$ cat src/rtl/clk_rate_pkg.sv
// clk_rate_pkg
// Shared types and helpers for the clock-rate scheduler.
//   sched_state_t : scheduler FSM states
//   DEF_WIDTH     : default width of the divider terminal count
//   rate_of()     : MAX_VAL for a given ladder level, floored at a minimum
package clk_rate_pkg;

  typedef enum logic [1:0] {
    IDLE = 2'd0,
    RUN  = 2'd1,
    TOP  = 2'd2
  } sched_state_t;

  localparam int DEF_WIDTH = 33;

  // Geometric ladder: each level halves the base, never dropping below min_val.
  function automatic logic [DEF_WIDTH-1:0] rate_of(
    input int unsigned          level,
    input logic [DEF_WIDTH-1:0] base,
    input logic [DEF_WIDTH-1:0] min_val
  );
    logic [DEF_WIDTH-1:0] shifted;
    shifted = base >> level;
    return (shifted < min_val) ? min_val : shifted;
  endfunction

endpackage

$ cat src/rtl/rate_tick_counter.sv
// rate_tick_counter
// Counts divider ticks spent at the current level. Saturates at all-ones
// instead of wrapping, so a long stay at the top level cannot alias back
// to a terminal count.
//   clk      : system clock
//   rst_n    : asynchronous active-low reset
//   clr      : synchronous clear (priority over inc)
//   inc      : count one tick
//   terminal : count has reached TICKS_PER_LEVEL-1
module rate_tick_counter #(
  parameter int TICKS_PER_LEVEL = 4,
  parameter int CW              = $clog2(TICKS_PER_LEVEL) + 1
) (
  input  logic clk,
  input  logic rst_n,
  input  logic clr,
  input  logic inc,
  output logic terminal
);

  logic [CW-1:0] count_r;

  // Saturating tick counter with synchronous clear.
  always_ff @(posedge clk or negedge rst_n) begin
    if (!rst_n) begin
      count_r <= {CW{1'b0}};
    end else if (clr) begin
      count_r <= {CW{1'b0}};
    end else if (inc && (count_r != {CW{1'b1}})) begin
      count_r <= count_r + CW'(1'b1);
    end
  end

  assign terminal = (count_r == CW'(TICKS_PER_LEVEL - 1));

endmodule

$ cat src/rtl/clk_rate_sched.sv
// clk_rate_sched
// Drives the variable clock divider's MAX_VAL through a halving ladder of
// rates. A level advance happens only on a cycle where TICK (the divider's
// STAB_RATE_OUT) is high, so the divider never sees MAX_VAL change mid-period.
//   DIV_CLK  : system clock, shared with the divider
//   RST_N    : asynchronous active-low reset
//   START    : pulse, (re)start the ramp at level 0
//   STOP     : pulse, abort to idle (highest priority)
//   BOOST    : pulse, request one early advance at the next TICK
//   TICK     : pulse from the divider marking a period boundary
//   MAX_VAL  : divider terminal count
//   DIV_EN   : divider enable (same as RUNNING)
//   LEVEL    : current ladder level
//   RUNNING  : ramp active (RUN or TOP)
//   LEVEL_UP : one-cycle pulse after each level advance
//   AT_MAX   : ramp sitting at the last level
module clk_rate_sched
  import clk_rate_pkg::*;
#(
  parameter int               WIDTH           = DEF_WIDTH,
  parameter int               NUM_LEVELS      = 8,
  parameter int               TICKS_PER_LEVEL = 4,
  parameter logic [WIDTH-1:0] BASE_VAL        = 33'h0_0002_0000,
  parameter logic [WIDTH-1:0] MIN_VAL         = 33'h0_0000_0400,
  localparam int              LW              = $clog2(NUM_LEVELS)
) (
  input  logic             DIV_CLK,
  input  logic             RST_N,
  input  logic             START,
  input  logic             STOP,
  input  logic             BOOST,
  input  logic             TICK,
  output logic [WIDTH-1:0] MAX_VAL,
  output logic             DIV_EN,
  output logic [LW-1:0]    LEVEL,
  output logic             RUNNING,
  output logic             LEVEL_UP,
  output logic             AT_MAX
);

  sched_state_t     state_r;
  sched_state_t     state_nxt_s;
  logic [LW-1:0]    level_r;
  logic [LW-1:0]    level_nxt_s;
  logic [LW-1:0]    level_inc_s;
  logic [WIDTH-1:0] max_val_r;
  logic [WIDTH-1:0] max_val_nxt_s;
  logic             boost_pend_r;
  logic             boost_pend_nxt_s;
  logic             level_up_r;
  logic             level_up_nxt_s;
  logic             running_r;
  logic             at_max_r;
  logic             cnt_clr_s;
  logic             cnt_inc_s;
  logic             cnt_term_s;

  assign level_inc_s = level_r + LW'(1'b1);

  rate_tick_counter #(
    .TICKS_PER_LEVEL(TICKS_PER_LEVEL)
  ) u_tick_cnt (
    .clk      (DIV_CLK),
    .rst_n    (RST_N),
    .clr      (cnt_clr_s),
    .inc      (cnt_inc_s),
    .terminal (cnt_term_s)
  );

  // Next-state, ladder register and counter control; STOP > START > TICK/BOOST.
  always_comb begin
    state_nxt_s      = state_r;
    level_nxt_s      = level_r;
    max_val_nxt_s    = max_val_r;
    boost_pend_nxt_s = boost_pend_r;
    level_up_nxt_s   = 1'b0;
    cnt_clr_s        = 1'b0;
    cnt_inc_s        = 1'b0;

    if (STOP) begin
      state_nxt_s      = IDLE;
      level_nxt_s      = {LW{1'b0}};
      max_val_nxt_s    = BASE_VAL;
      boost_pend_nxt_s = 1'b0;
      cnt_clr_s        = 1'b1;
    end else if (START) begin
      // Restart never pulses LEVEL_UP, and a BOOST on this edge is dropped.
      state_nxt_s      = RUN;
      level_nxt_s      = {LW{1'b0}};
      max_val_nxt_s    = BASE_VAL;
      boost_pend_nxt_s = 1'b0;
      cnt_clr_s        = 1'b1;
    end else begin
      case (state_r)
        IDLE: begin
          state_nxt_s = IDLE;
        end
        RUN: begin
          if (TICK && (cnt_term_s || boost_pend_r)) begin
            // Auto-advance and a pending boost on the same tick merge into one level.
            level_nxt_s      = level_inc_s;
            max_val_nxt_s    = rate_of(32'(level_inc_s), BASE_VAL, MIN_VAL);
            boost_pend_nxt_s = 1'b0;
            level_up_nxt_s   = 1'b1;
            cnt_clr_s        = 1'b1;
            state_nxt_s      = (level_inc_s == LW'(NUM_LEVELS - 1)) ? TOP : RUN;
          end else begin
            cnt_inc_s        = TICK;
            boost_pend_nxt_s = boost_pend_r | BOOST;
          end
        end
        TOP: begin
          cnt_inc_s = TICK;
        end
        default: begin
          state_nxt_s      = IDLE;
          level_nxt_s      = {LW{1'b0}};
          max_val_nxt_s    = BASE_VAL;
          boost_pend_nxt_s = 1'b0;
          cnt_clr_s        = 1'b1;
        end
      endcase
    end
  end

  // State, ladder and registered status outputs.
  always_ff @(posedge DIV_CLK or negedge RST_N) begin
    if (!RST_N) begin
      state_r      <= IDLE;
      level_r      <= {LW{1'b0}};
      max_val_r    <= BASE_VAL;
      boost_pend_r <= 1'b0;
      level_up_r   <= 1'b0;
      running_r    <= 1'b0;
      at_max_r     <= 1'b0;
    end else begin
      state_r      <= state_nxt_s;
      level_r      <= level_nxt_s;
      max_val_r    <= max_val_nxt_s;
      boost_pend_r <= boost_pend_nxt_s;
      level_up_r   <= level_up_nxt_s;
      running_r    <= (state_nxt_s != IDLE);
      at_max_r     <= (state_nxt_s == TOP);
    end
  end

  assign MAX_VAL  = max_val_r;
  assign LEVEL    = level_r;
  assign RUNNING  = running_r;
  assign DIV_EN   = running_r;
  assign LEVEL_UP = level_up_r;
  assign AT_MAX   = at_max_r;

endmodule

$ cat config.mk
export PLATFORM = sky130hd
export DESIGN_NAME = clk_rate_sched
export DESIGN_NICKNAME = d
export VERILOG_FILES = /design/src/rtl/clk_rate_pkg.sv /design/src/rtl/rate_tick_counter.sv /design/src/rtl/clk_rate_sched.sv
export SDC_FILE = /design/constraint.sdc
export NUM_CORES = 1
export LEC_CHECK = 0
export ABC_CLOCK_PERIOD_IN_PS = 2200
export BUFFER_PORTS_ARGS = -buffer_cell sky130_fd_sc_hd__buf_2
export CAP_MARGIN = 20
export CORE_MARGIN = 2
export CORE_UTILIZATION = 39
export DETAILED_ROUTE_END_ITERATION = 8
export PLACE_DENSITY = 0.64
export SLEW_MARGIN = 20
export SYNTH_ARGS = -nofsm -noshare
export SYNTH_HDL_FRONTEND = slang
export SYNTH_SLANG_ARGS = --single-unit
$ cat constraint.sdc
create_clock -name DIV_CLK -period 2.2 [get_ports DIV_CLK]
set_input_delay 0.44 -clock DIV_CLK [delete_from_list [all_inputs] [get_ports DIV_CLK]]
set_output_delay 0.44 -clock DIV_CLK [all_outputs]
set_load 0.05 [all_outputs]
# Yosys cells after proc, flatten, opt, wreduce, memory -nomap -nowiden
# Index checks and enable logic that the tools add are counted.
# word_totals
out_inout_bits	40
in_bits	6
ff_bits	45
wordCells	60
# op_classes
n_lt_le_gt_ge	1
shift	1
n_mux	31
bitwise_logic	1
n_eq_ne	8
addsub	2
reduce_logical	8
# op_table
cell	n
2-to-1 mux 33 bit	4
one-hot mux 33 bit (2 select lines)	1
less-than comparator 33 x 11 -> 1 bit, second input constant	1
right shift 18 x 3 -> 33 bit, first input constant	1
2-to-1 mux 3 bit	5
2-to-1 mux 1 bit	12
2-to-1 mux 2 bit	4
adder 3 x 1 -> 3 bit, second input constant	2
one-hot mux 1 bit (2 select lines)	3
one-hot mux 3 bit (2 select lines)	1
equality test 2 bit, second input constant	2
inequality test 4 bit, second input constant	1
one-hot mux 2 bit (2 select lines)	1
nonzero test 2 bit	2
equality test 3 x 2 -> 1 bit, second input constant	1
equality test 3 bit, second input constant	1
inequality test 3 x 1 -> 1 bit, second input constant	1
inequality test 3 bit, second input constant	1
equality test 2 x 1 -> 1 bit, second input constant	1
logical AND 1 bit	2
zero test 2 bit	1
AND reduction 2 bit	1
OR reduction 2 bit	1
logical OR 1 bit	1
OR 1 bit	1

# Logic depth before layout (Yosys ltp)
# Gate-level depths: netlist of the first run.
# logic_depth
depth_word	10
mapped_depth	7
depth_no_buf	6

# Hierarchy
# Synthesis of the first run repeated with hierarchy kept, for this count alone.
# unflattened
cells_unflattened	125
hier_area_um2	1265.0
# modules_own_cells
module	area_per_inst_um2	n_inst	seq_area_each_um2	cells_each
clk_rate_sched	1074.8	1	426.7	109
rate_tick_counter	190.2	1	75.1	16

# Least setup slack after synthesis of the first run
# OpenSTA, ideal clock, no wires.
# synth_path
kind	reg-to-reg
start	register level_r[1], in the netlist LEVEL[1]
end	register running_r, in the netlist DIV_EN
t_required_ps	2081
n_path_buf	0
stages_incl_launch_ff	6
t_arrival_ps	1687
path_slack_ps	394
period_less_slack_ps	1806
path_cell_list	dfrtp_1 ha_1 xor2_1 a41oi_1 o21ai_0 a21bo_2
# synth_between
elab_chain_cells	8
# synth_lines
element	line	rtl
start: declaration	clk_rate_sched.sv:43	logic [LW-1:0] level_r;
start signal: assignment	clk_rate_sched.sv:130	level_r <= {LW{1'b0}};
start signal: assignment	clk_rate_sched.sv:138	level_r <= level_nxt_s;
adder 3 x 1 -> 3 bit	clk_rate_sched.sv:58	assign level_inc_s = level_r + LW'(1'b1);
equality test 3 bit	clk_rate_sched.sv:106	state_nxt_s = (level_inc_s == LW'(NUM_LEVELS - 1)) ? TOP : RUN;
2-to-1 mux 2 bit	clk_rate_sched.sv:106	
2-to-1 mux 2 bit	clk_rate_sched.sv:99	if (TICK && (cnt_term_s || boost_pend_r)) begin
one-hot mux 2 bit (2 select lines)	clk_rate_sched.sv:94	case (state_r)
2-to-1 mux 2 bit	clk_rate_sched.sv:86	end else if (START) begin
2-to-1 mux 2 bit	clk_rate_sched.sv:80	if (STOP) begin
nonzero test 2 bit	clk_rate_sched.sv:142	running_r <= (state_nxt_s != IDLE);
end signal: assignment	clk_rate_sched.sv:142	
end: declaration	clk_rate_sched.sv:52	logic running_r;
# Every way passes these cells.
# A chain may end at the register's enable or synchronous reset.

# Final worst setup path of the first run
# layout_path
start	register state_r[0]
end	register u_tick_cnt.count_r[2]
# layout_between
elab_chain_cells	6
# layout_lines
element	line	rtl
start: declaration	clk_rate_sched.sv:41	sched_state_t state_r;
start signal: assignment	clk_rate_sched.sv:137	state_r <= state_nxt_s;
equality test 2 bit (tied with other cells)	clk_rate_sched.sv:94	
OR reduction 2 bit (no line) / one-hot mux 1 bit (2 select lines) (equally long branches)	--	
one-hot mux 1 bit (2 select lines) / 2-to-1 mux 1 bit (equally long branches)	clk_rate_sched.sv:94, clk_rate_sched.sv:86	
2-to-1 mux 1 bit (on tied branches)	clk_rate_sched.sv:86, clk_rate_sched.sv:80	
2-to-1 mux 1 bit / logical AND 1 bit (equally long branches)	clk_rate_sched.sv:80, rate_tick_counter.sv:29	
2-to-1 mux 3 bit / nonzero test 2 bit (equally long branches)	--	
end signal: assignment	rate_tick_counter.sv:26	count_r <= {CW{1'b0}};
end signal: assignment	rate_tick_counter.sv:28	count_r <= {CW{1'b0}};
end signal: assignment	rate_tick_counter.sv:30	count_r <= count_r + CW'(1'b1);
end: declaration	rate_tick_counter.sv:21	logic [CW-1:0] count_r;
# Several ways; a longest one is shown, not always the timed one.

==> impl_results.html, run 1 <==
<table>
<tr><th>Metric</th><th>Value</th></tr>
<tr><th colspan="2">Status</th></tr>
<tr><td>Status</td><td>complete, no violations</td></tr>
<tr><th colspan="2">Synthesis</th></tr>
<tr><td>Synthesized area divided by synthesized cell count</td><td>between 10 and 15 um2</td></tr>
<tr><td>Simple-gate area share of the yosys netlist</td><td>approximately 7.6%</td></tr>
<tr><td>Number of cells produced by synthesis</td><td>roughly 120</td></tr>
<tr><td>Synth cell types</td><td>35</td></tr>
<tr><td>Asr flop ratio synth</td><td>between 90% and 100%</td></tr>
<tr><td>Number of flip-flops and latches in the synthesized netlist</td><td>20</td></tr>
<tr><td>Fraction of the yosys area taken by sequential cells</td><td>between 40 and 50%</td></tr>
<tr><td>Most common flop cell mapped by yosys</td><td>dfrtp_1</td></tr>
<tr><td>Share of synthesized cell area in full adder, half adder and majority cells</td><td>about 11%</td></tr>
<tr><td>Area share of the largest cell type after synthesis</td><td>between 30% and 40%</td></tr>
<tr><td>Largest cells by area after synthesis</td><td>dfrtp_1, buf_4, ha_1</td></tr>
<tr><td>Number of flops mapped to enable cells by yosys</td><td>0</td></tr>
<tr><td>Fraction of synthesized area in multiplexers</td><td>2.909%</td></tr>
<tr><td>Main combinational cell family by area after synthesis</td><td>buffers and inverters</td></tr>
<tr><td>Synth Area in Compound Gates</td><td>approximately 17%</td></tr>
<tr><td>Xor-xnor portion of the synthesized cell area</td><td>approximately 2.1%</td></tr>
<tr><td>Leading area contributor after synthesis</td><td>dfrtp_1</td></tr>
<tr><td>Combined area of all synthesized cells</td><td>between 1000 and 1500 um2</td></tr>
<tr><td>Synth Warn #</td><td>0</td></tr>
<tr><th colspan="2">Setup path</th></tr>
<tr><td>Buffers and inverters on the worst path</td><td>1</td></tr>
<tr><td>CP startpoint kind</td><td>flop</td></tr>
<tr><td>Reg-to-reg critical path startpoint</td><td>state_r[0]$_DFF_PN0_</td></tr>
<tr><td>Worst setup path class</td><td>reg2reg</td></tr>
<tr><td>Worst reg2reg endpoint</td><td>u_tick_cnt.count_r[2]$_DFFE_PN0P_</td></tr>
<tr><td>Cell family with most CP delay</td><td>flip-flops</td></tr>
<tr><td>Worst setup startpoint</td><td>state_r[0]$_DFF_PN0_</td></tr>
<tr><td>Critical Path Max Stage Delay</td><td>about 0.47 ns</td></tr>
<tr><td>Worst-path maximum fanout</td><td>6</td></tr>
<tr><td>Critical path's slowest cell</td><td>dfrtp_1</td></tr>
<tr><td>Data arrival time of the critical path</td><td>approximately 2.1 ns</td></tr>
<tr><td>Reg2reg path depth</td><td>6</td></tr>
<tr><td>Required time worst endpoint</td><td>between 2 and 2.5 ns</td></tr>
<tr><td>Flop2flop setup slack</td><td>between 0.3 and 0.4 ns</td></tr>
<tr><td>Critical path endpoint category</td><td>flop</td></tr>
<tr><td>Ordered list of cells on the worst path</td><td>inv_1 -&gt; ha_1 -&gt; nor3_4 -&gt; o2111ai_2 -&gt; mux2_4 -&gt; nor2_2</td></tr>
<tr><th colspan="2">Floorplanning</th></tr>
<tr><td>Starting density of the core</td><td>40.86%</td></tr>
<tr><td>DIE AREA</td><td>between 3000 and 4000 um2</td></tr>
<tr><td>Die width</td><td>between 60 and 70 um</td></tr>
<tr><td>Die height</td><td>60.56 um</td></tr>
<tr><td>Total core area</td><td>roughly 3100 um2</td></tr>
<tr><td>IO Count</td><td>46</td></tr>
<tr><td>Row cnt</td><td>20</td></tr>
<tr><th colspan="2">Route</th></tr>
<tr><td>Mean number of vias per cell</td><td>roughly 4.7</td></tr>
<tr><td>Number of DRC markers in iteration 0</td><td>27</td></tr>
<tr><td>Via Count</td><td>roughly 860</td></tr>
<tr><td>Iteration count of the initial detailed-routing pass</td><td>4</td></tr>
<tr><td>Detailed-route wire length per cell</td><td>around 12 um</td></tr>
<tr><td>DRC viols</td><td>0</td></tr>
<tr><td>Post-DRT Antenna Nets</td><td>0</td></tr>
<tr><td>Routed Wire Length</td><td>approximately 2100 um</td></tr>
<tr><th colspan="2">Clock tree</th></tr>
<tr><td>Clock slew at reported path FFs</td><td>between 0.1 and 0.15 ns</td></tr>
<tr><td>Hold-fix buffers, CTS</td><td>0</td></tr>
<tr><td>Number of clock buffers inserted by TritonCTS</td><td>3</td></tr>
<tr><td>CTS root buffer</td><td>clkbuf_4</td></tr>
<tr><td>Number of levels in the clock H-tree</td><td>1</td></tr>
<tr><td>Maximum root-to-sink buffer count</td><td>2</td></tr>
<tr><td>PostCTS Resize Cnt</td><td>0</td></tr>
<tr><td>Clock sink count</td><td>20</td></tr>
<tr><td>Latest clock arrival within the worst-skew pair</td><td>approximately 0.31 ns</td></tr>
<tr><td>TritonCTS clock tree</td><td>done</td></tr>
<tr><td>Post-CTS setup buffer count</td><td>0</td></tr>
<tr><th colspan="2">Cells and area</th></tr>
<tr><td>Util after Layout</td><td>between 40% and 50%</td></tr>
<tr><td>Final layout net count</td><td>about 160</td></tr>
<tr><td>Diode count</td><td>0</td></tr>
<tr><td>Leading cell types in the layout, fill and taps excluded</td><td>conb_1, buf_2, dfrtp_1</td></tr>
<tr><td>Area growth syn-to-layout</td><td>7.523%</td></tr>
<tr><td>Most common cell after layout, fill and taps aside</td><td>conb_1</td></tr>
<tr><td>Share of layout cells above drive strength 1</td><td>25.90%</td></tr>
<tr><th colspan="2">Power and ir drop</th></tr>
<tr><td>Power per unit of standard cell area</td><td>roughly 550 nW/um2</td></tr>
<tr><td>Tot Pwr</td><td>0.7397 mW</td></tr>
<tr><td>IR drop worst, VDD</td><td>0.0001513 V</td></tr>
<tr><td>Static leakage</td><td>around 0.76 nW</td></tr>
<tr><th colspan="2">Run</th></tr>
<tr><td>Max-Cap Viols</td><td>0</td></tr>
<tr><th colspan="2">Place</th></tr>
<tr><td>Dpl hpwl</td><td>1710 um</td></tr>
<tr><td>Port buffer count</td><td>20</td></tr>
<tr><td>Global placement routability congestion</td><td>between 0.8 and 0.9</td></tr>
<tr><th colspan="2">STA</th></tr>
<tr><td>Sum of negative setup slack</td><td>0 ns</td></tr>
<tr><td>Number of max-slew violations in the final report</td><td>0</td></tr>
<tr><td>Finish-stage setup viols</td><td>0</td></tr>
<tr><td>F_max</td><td>529.7 MHz</td></tr>
<tr><td>Number of failing hold endpoints at the final stage</td><td>0</td></tr>
<tr><td>Clock Skews</td><td>around 0.003 ns</td></tr>
<tr><td>Fraction of the cycle the final worst path needs</td><td>85.81%</td></tr>
<tr><td>Min cycle time layout</td><td>around 1.9 ns</td></tr>
<tr><td>RSZ-0062 raised after global routing</td><td>false</td></tr>
<tr><th colspan="2">GRT</th></tr>
<tr><td>Initial antenna violation count</td><td>0</td></tr>
<tr><td>Met2 Usage GRT</td><td>between 20% and 30%</td></tr>
<tr><td>First-pass GRT wire length</td><td>around 3500 um</td></tr>
<tr><td>Via count of the first global-routing pass</td><td>800</td></tr>
<tr><td>Pin count of the biggest net entering global routing</td><td>21</td></tr>
<tr><td>Global route overflow</td><td>0</td></tr>
<tr><td>GR met1 Demand/Resource</td><td>around 15%</td></tr>
<tr><td>Met3 usage in global routing</td><td>2.345%</td></tr>
<tr><td>Peak-usage layer in the global routing report</td><td>met2</td></tr>
<tr><td>Gr usage total</td><td>12.73%</td></tr>
<tr><th colspan="2">Min path</th></tr>
<tr><td>Kind of path behind the tightest hold check</td><td>in2async</td></tr>
</table>
==> final cells by class <==
| cell class | instances | area, um2 |
|---|---|---|
| Fill cell | 303 | 1712 |
| Sequential cell | 20 | 501.7 |
| Tap cell | 44 | 55.05 |
| Inverter | 9 | 33.78 |
| Clock buffer | 4 | 36.28 |
| Multi-Input combinational cell | 84 | 599.3 |
| Timing Repair Buffer | 22 | 115.1 |
==> metrics by stage <==
stage	instance area (um2)	hold slack (ns)	worst slack, ns	cells
4_1_cts	1341	0.06345	0.3502	183
3_5_place_dp	1305	0.4116	0.3684	179
5_1_grt	1341	0.07928	0.2050	183
3_3_place_gp	1305	0.4110	0.4384	179
6_report	1341	0.04939	0.3122	183
2_1_floorplan	1338	0.1444	0.3940	140
==> where the power goes <==
part           internal [mW]  total [mW]  leakage, nW  switching [mW]
clock network          0.101       0.221       0.0210           0.120
registers              0.371       0.374        0.273         0.00348
logic                 0.0165       0.145        0.461           0.129
total                  0.488       0.740        0.755           0.252
==> Yosys cell counts (2+ instances only) <==
| cell type | instances |
|---|---|
| buf_4 | 27 |
| a21boi_0 | 2 |
| o21a_1 | 2 |
| ha_1 | 11 |
| dfrtp_1 | 19 |
| inv_1 | 9 |
| a22o_1 | 7 |
| nor2_1 | 5 |
| xor2_1 | 2 |
| nand4_1 | 2 |
| a21oi_1 | 6 |
==> state kept, by name, summed over array words and instances (netlist names) <==
register            count
boost_pend_r            1
state_r                 2
AT_MAX                  1
MAX_VAL                 8
LEVEL                   3
u_tick_cnt.count_r      3
DIV_EN                  1
LEVEL_UP                1
==> layer usage <==
metal	vias up	share of wire (%)
li1	398	-
met1	413	41
met2	48	48
met3	5	8.0
met4	0	2.3
met5	-	0
==> worst max-delay path by stage <==
stage / end / cells after the start
after floorplan: DIV_EN$_DFF_PN0_ / 5
after global placement: MAX_VAL[11]$_DFFE_PN0P_ / 7
after detailed placement: u_tick_cnt.count_r[2]$_DFFE_PN0P_ / 6
after CTS: u_tick_cnt.count_r[2]$_DFFE_PN0P_ / 6
after global routing: MAX_VAL[11]$_DFFE_PN0P_ / 7
final: u_tick_cnt.count_r[2]$_DFFE_PN0P_ / 6
==> worst register-to-register path: cells and delay by family, from the launching register on <==
kind                       cells  cell delay [ns]
DFF                            1             0.47
and+or+nand+nor                2             0.32
muxes                          1             0.34
buffers and inverters          1             0.13
AOI/OAI and AO/OA              1             0.21
adders and majority gates      1             0.36
==> cell families after synthesis <==
kind of cell,Yosys count
buf+inv,36
compound gates,27
flops,20
simple gates,15
fa+ha+maj,11
xor+xnor,3
mux,3
other cells,1
Note: power is estimated with default switching activity, not from simulation.
==> run 2: changes to the inputs <==
- HOLD_SLACK_MARGIN: unset -> 0.08
==> run 2 against run 1 <==
Routed wire length is essentially flat. Die area is the same. Core utilization grew 0.33 points. Total power shrank 0.14%. Via count grew 0.46%. Non-clock buffer count grew 1. Combinational power is essentially flat. Maximum frequency grew 0.25%. Largest power group unchanged. Largest cell class unchanged. Global-route usage is the same. Sequential share of layout area shrank 0.28 points. Design area grew 0.75%. Sequential cell count is the same. Critical endpoint unchanged.
==> impl_results.html, run 2 (synthesis gave the netlist of run 1 again) <==
<table>
<tr><th>Metric</th><th>Value</th></tr>
<tr><th colspan="2">Status</th></tr>
<tr><td>Status</td><td>complete, no violations</td></tr>
<tr><th colspan="2">Setup path</th></tr>
<tr><td>CP startpoint kind</td><td>flop</td></tr>
<tr><td>Ordered list of cells on the worst path</td><td>inv_1 -&gt; ha_1 -&gt; nor3_4 -&gt; o2111ai_2 -&gt; mux2_4 -&gt; nor2_2</td></tr>
<tr><td>Critical path's slowest cell</td><td>dfrtp_1</td></tr>
<tr><td>Buffers and inverters on the worst path</td><td>1</td></tr>
<tr><td>Data arrival time of the critical path</td><td>between 2 and 2.5 ns</td></tr>
<tr><td>Critical path endpoint category</td><td>flop</td></tr>
<tr><td>Cell family with most CP delay</td><td>flip-flops</td></tr>
<tr><td>Required time worst endpoint</td><td>approximately 2.5 ns</td></tr>
<tr><td>Worst-path maximum fanout</td><td>6</td></tr>
<tr><td>Critical Path Max Stage Delay</td><td>0.47 ns</td></tr>
<tr><td>Worst setup path class</td><td>reg2reg</td></tr>
<tr><th colspan="2">Floorplanning</th></tr>
<tr><td>Die height</td><td>60.56 um</td></tr>
<tr><td>IO Count</td><td>46</td></tr>
<tr><td>Row cnt</td><td>20</td></tr>
<tr><td>Total core area</td><td>around 3100 um2</td></tr>
<tr><td>Starting density of the core</td><td>slightly above 40%</td></tr>
<tr><td>Die width</td><td>~61 um</td></tr>
<tr><td>DIE AREA</td><td>3667 um2</td></tr>
<tr><th colspan="2">Clock tree</th></tr>
<tr><td>Latest clock arrival within the worst-skew pair</td><td>a little over 0.3 ns</td></tr>
<tr><td>Number of clock buffers inserted by TritonCTS</td><td>3</td></tr>
<tr><td>Number of levels in the clock H-tree</td><td>1</td></tr>
<tr><td>Post-CTS setup buffer count</td><td>0</td></tr>
<tr><td>Clock sink count</td><td>20</td></tr>
<tr><td>CTS root buffer</td><td>clkbuf_4</td></tr>
<tr><td>TritonCTS clock tree</td><td>done</td></tr>
<tr><td>Maximum root-to-sink buffer count</td><td>2</td></tr>
<tr><td>Clock slew at reported path FFs</td><td>approximately 0.11 ns</td></tr>
<tr><th colspan="2">Place</th></tr>
<tr><td>Post-Place Worst Slack</td><td>~0.37 ns</td></tr>
<tr><td>Placed cell count</td><td>179</td></tr>
<tr><td>Global placement routability congestion</td><td>about 0.82</td></tr>
<tr><td>Dpl hpwl</td><td>~1700 um</td></tr>
<tr><td>Port buffer count</td><td>20</td></tr>
<tr><th colspan="2">Power and ir drop</th></tr>
<tr><td>Static leakage</td><td>approximately 0.76 nW</td></tr>
<tr><td>Power per unit of standard cell area</td><td>approximately 550 nW/um2</td></tr>
<tr><td>IR drop worst, VDD</td><td>0.0001497 V</td></tr>
<tr><th colspan="2">Route</th></tr>
<tr><td>Via Count</td><td>a little under 900</td></tr>
<tr><td>Routed Wire Length</td><td>approximately 2100 um</td></tr>
<tr><td>DRC viols</td><td>0</td></tr>
<tr><td>Mean number of vias per cell</td><td>between 4 and 5</td></tr>
<tr><td>Detailed-route wire length per cell</td><td>between 10 and 15 um</td></tr>
<tr><td>Iteration count of the initial detailed-routing pass</td><td>4</td></tr>
<tr><td>Post-DRT Antenna Nets</td><td>0</td></tr>
<tr><td>Number of DRC markers in iteration 0</td><td>31</td></tr>
<tr><th colspan="2">GRT</th></tr>
<tr><td>Pin count of the biggest net entering global routing</td><td>21</td></tr>
<tr><td>Global route overflow</td><td>0</td></tr>
<tr><td>First-pass GRT wire length</td><td>roughly 3500 um</td></tr>
<tr><td>Gr usage total</td><td>between 10% and 20%</td></tr>
<tr><td>Initial antenna violation count</td><td>0</td></tr>
<tr><td>Via count of the first global-routing pass</td><td>800</td></tr>
<tr><th colspan="2">Min path</th></tr>
<tr><td>Kind of path behind the tightest hold check</td><td>reg2reg</td></tr>
<tr><th colspan="2">STA</th></tr>
<tr><td>Number of max-slew violations in the final report</td><td>0</td></tr>
<tr><td>F_max</td><td>between 500 and 600 MHz</td></tr>
<tr><td>Sum of negative setup slack</td><td>0 ns</td></tr>
<tr><td>Min setup slack post-route</td><td>around 0.32 ns</td></tr>
<tr><td>Fraction of the cycle the final worst path needs</td><td>a little under nine tenths</td></tr>
<tr><td>Number of failing hold endpoints at the final stage</td><td>0</td></tr>
<tr><td>Clock Skews</td><td>between 0.003 and 0.004 ns</td></tr>
<tr><td>RSZ-0062 raised after global routing</td><td>false</td></tr>
<tr><td>Finish-stage setup viols</td><td>0</td></tr>
<tr><td>Min cycle time layout</td><td>around 1.9 ns</td></tr>
<tr><th colspan="2">Cells and area</th></tr>
<tr><td>Util after Layout</td><td>between 40% and 50%</td></tr>
<tr><td>Non-filler instance count after layout</td><td>between 150 and 200</td></tr>
<tr><td>Most common cell after layout, fill and taps aside</td><td>conb_1</td></tr>
<tr><td>Leading cell types in the layout, fill and taps excluded</td><td>conb_1, buf_2, dfrtp_1</td></tr>
<tr><td>Area growth syn-to-layout</td><td>8.325%</td></tr>
<tr><td>Share of layout cells above drive strength 1</td><td>between 20% and 30%</td></tr>
<tr><td>Number of flip-flops under the largest register name</td><td>8</td></tr>
<tr><td>Diode count</td><td>0</td></tr>
<tr><td>Final layout net count</td><td>158</td></tr>
<tr><th colspan="2">Run</th></tr>
<tr><td>Max-Cap Viols</td><td>0</td></tr>
</table>
## run 2: changes by cell type in the layout (fill, tap and decap cells not counted), sizes merged
cell / delta
dlygate4sd3: +1
## run 2: worst paths after layout
check | startpoint | endpoint | slack, ns | cells past startpoint
worst max register to register | state_r[0]$_DFF_PN0_ | u_tick_cnt.count_r[2]$_DFFE_PN0P_ | 0.32 | 6
worst max-delay path | state_r[0]$_DFF_PN0_ | u_tick_cnt.count_r[2]$_DFFE_PN0P_ | 0.32 | 6
worst min-delay path | MAX_VAL[17]$_DFFE_PN1P_ | MAX_VAL[17]$_DFFE_PN1P_ | 0.47 | 2
min in group asynchronous | RST_N | AT_MAX$_DFF_PN0_ | 0.59 | 2
max in group asynchronous | RST_N | MAX_VAL[17]$_DFFE_PN1P_ | 1.28 | 2
worst min register to register | MAX_VAL[17]$_DFFE_PN1P_ | MAX_VAL[17]$_DFFE_PN1P_ | 0.47 | 2
## run 2: worst reg2reg max path: stages, from the launching register on
cell and delay (ns):
dfrtp_1 0.47, inv_1 0.12, ha_1 0.36, nor3_4 0.24
o2111ai_2 0.21, mux2_4 0.34, nor2_2 0.08
## run 2: report_power, final
group / internal [mW] / switching, mW
clock: 0.101 / 0.117
combinational: 0.0177 / 0.129
sequential: 0.370 / 0.00342
total: 0.489 / 0.249
## run 2: per-layer routing
layer	track usage, %	up-vias	share of wire, %
li1	-	400	-
met1	14.80	413	40
met2	22.67	50	49
met3	2.345	5	8.3
met4	5.901	0	2.3
met5	0	-	0
## run 2: cell type report
class	instances	area, um2
clock buffers	4	36.28
fillers	302	1702
inverters	9	33.78
multi-input cells	84	599.3
flip-flops and latches	20	501.7
well taps	44	55.05
repair buffers	23	125.1
## run 2: timing repair
item	in CTS	in global routing
setup endpoints to repair	0	0
resized for setup	0	0
hold endpoints to repair	19	0
hold buffers	1	0
## run 2: through the flow
| stage | power, mW | hold slack [ns] | cell area [um2] |
|---|---|---|---|
| after floorplan | 0.5378 | 0.1444 | 1338 |
| after global placement | 0.5243 | 0.4110 | 1305 |
| after detailed placement | 0.5258 | 0.4116 | 1305 |
| after CTS | 0.7461 | 0.4693 | 1351 |
| after global routing | 0.7663 | 0.4825 | 1351 |
| final | 0.7387 | 0.4656 | 1351 |
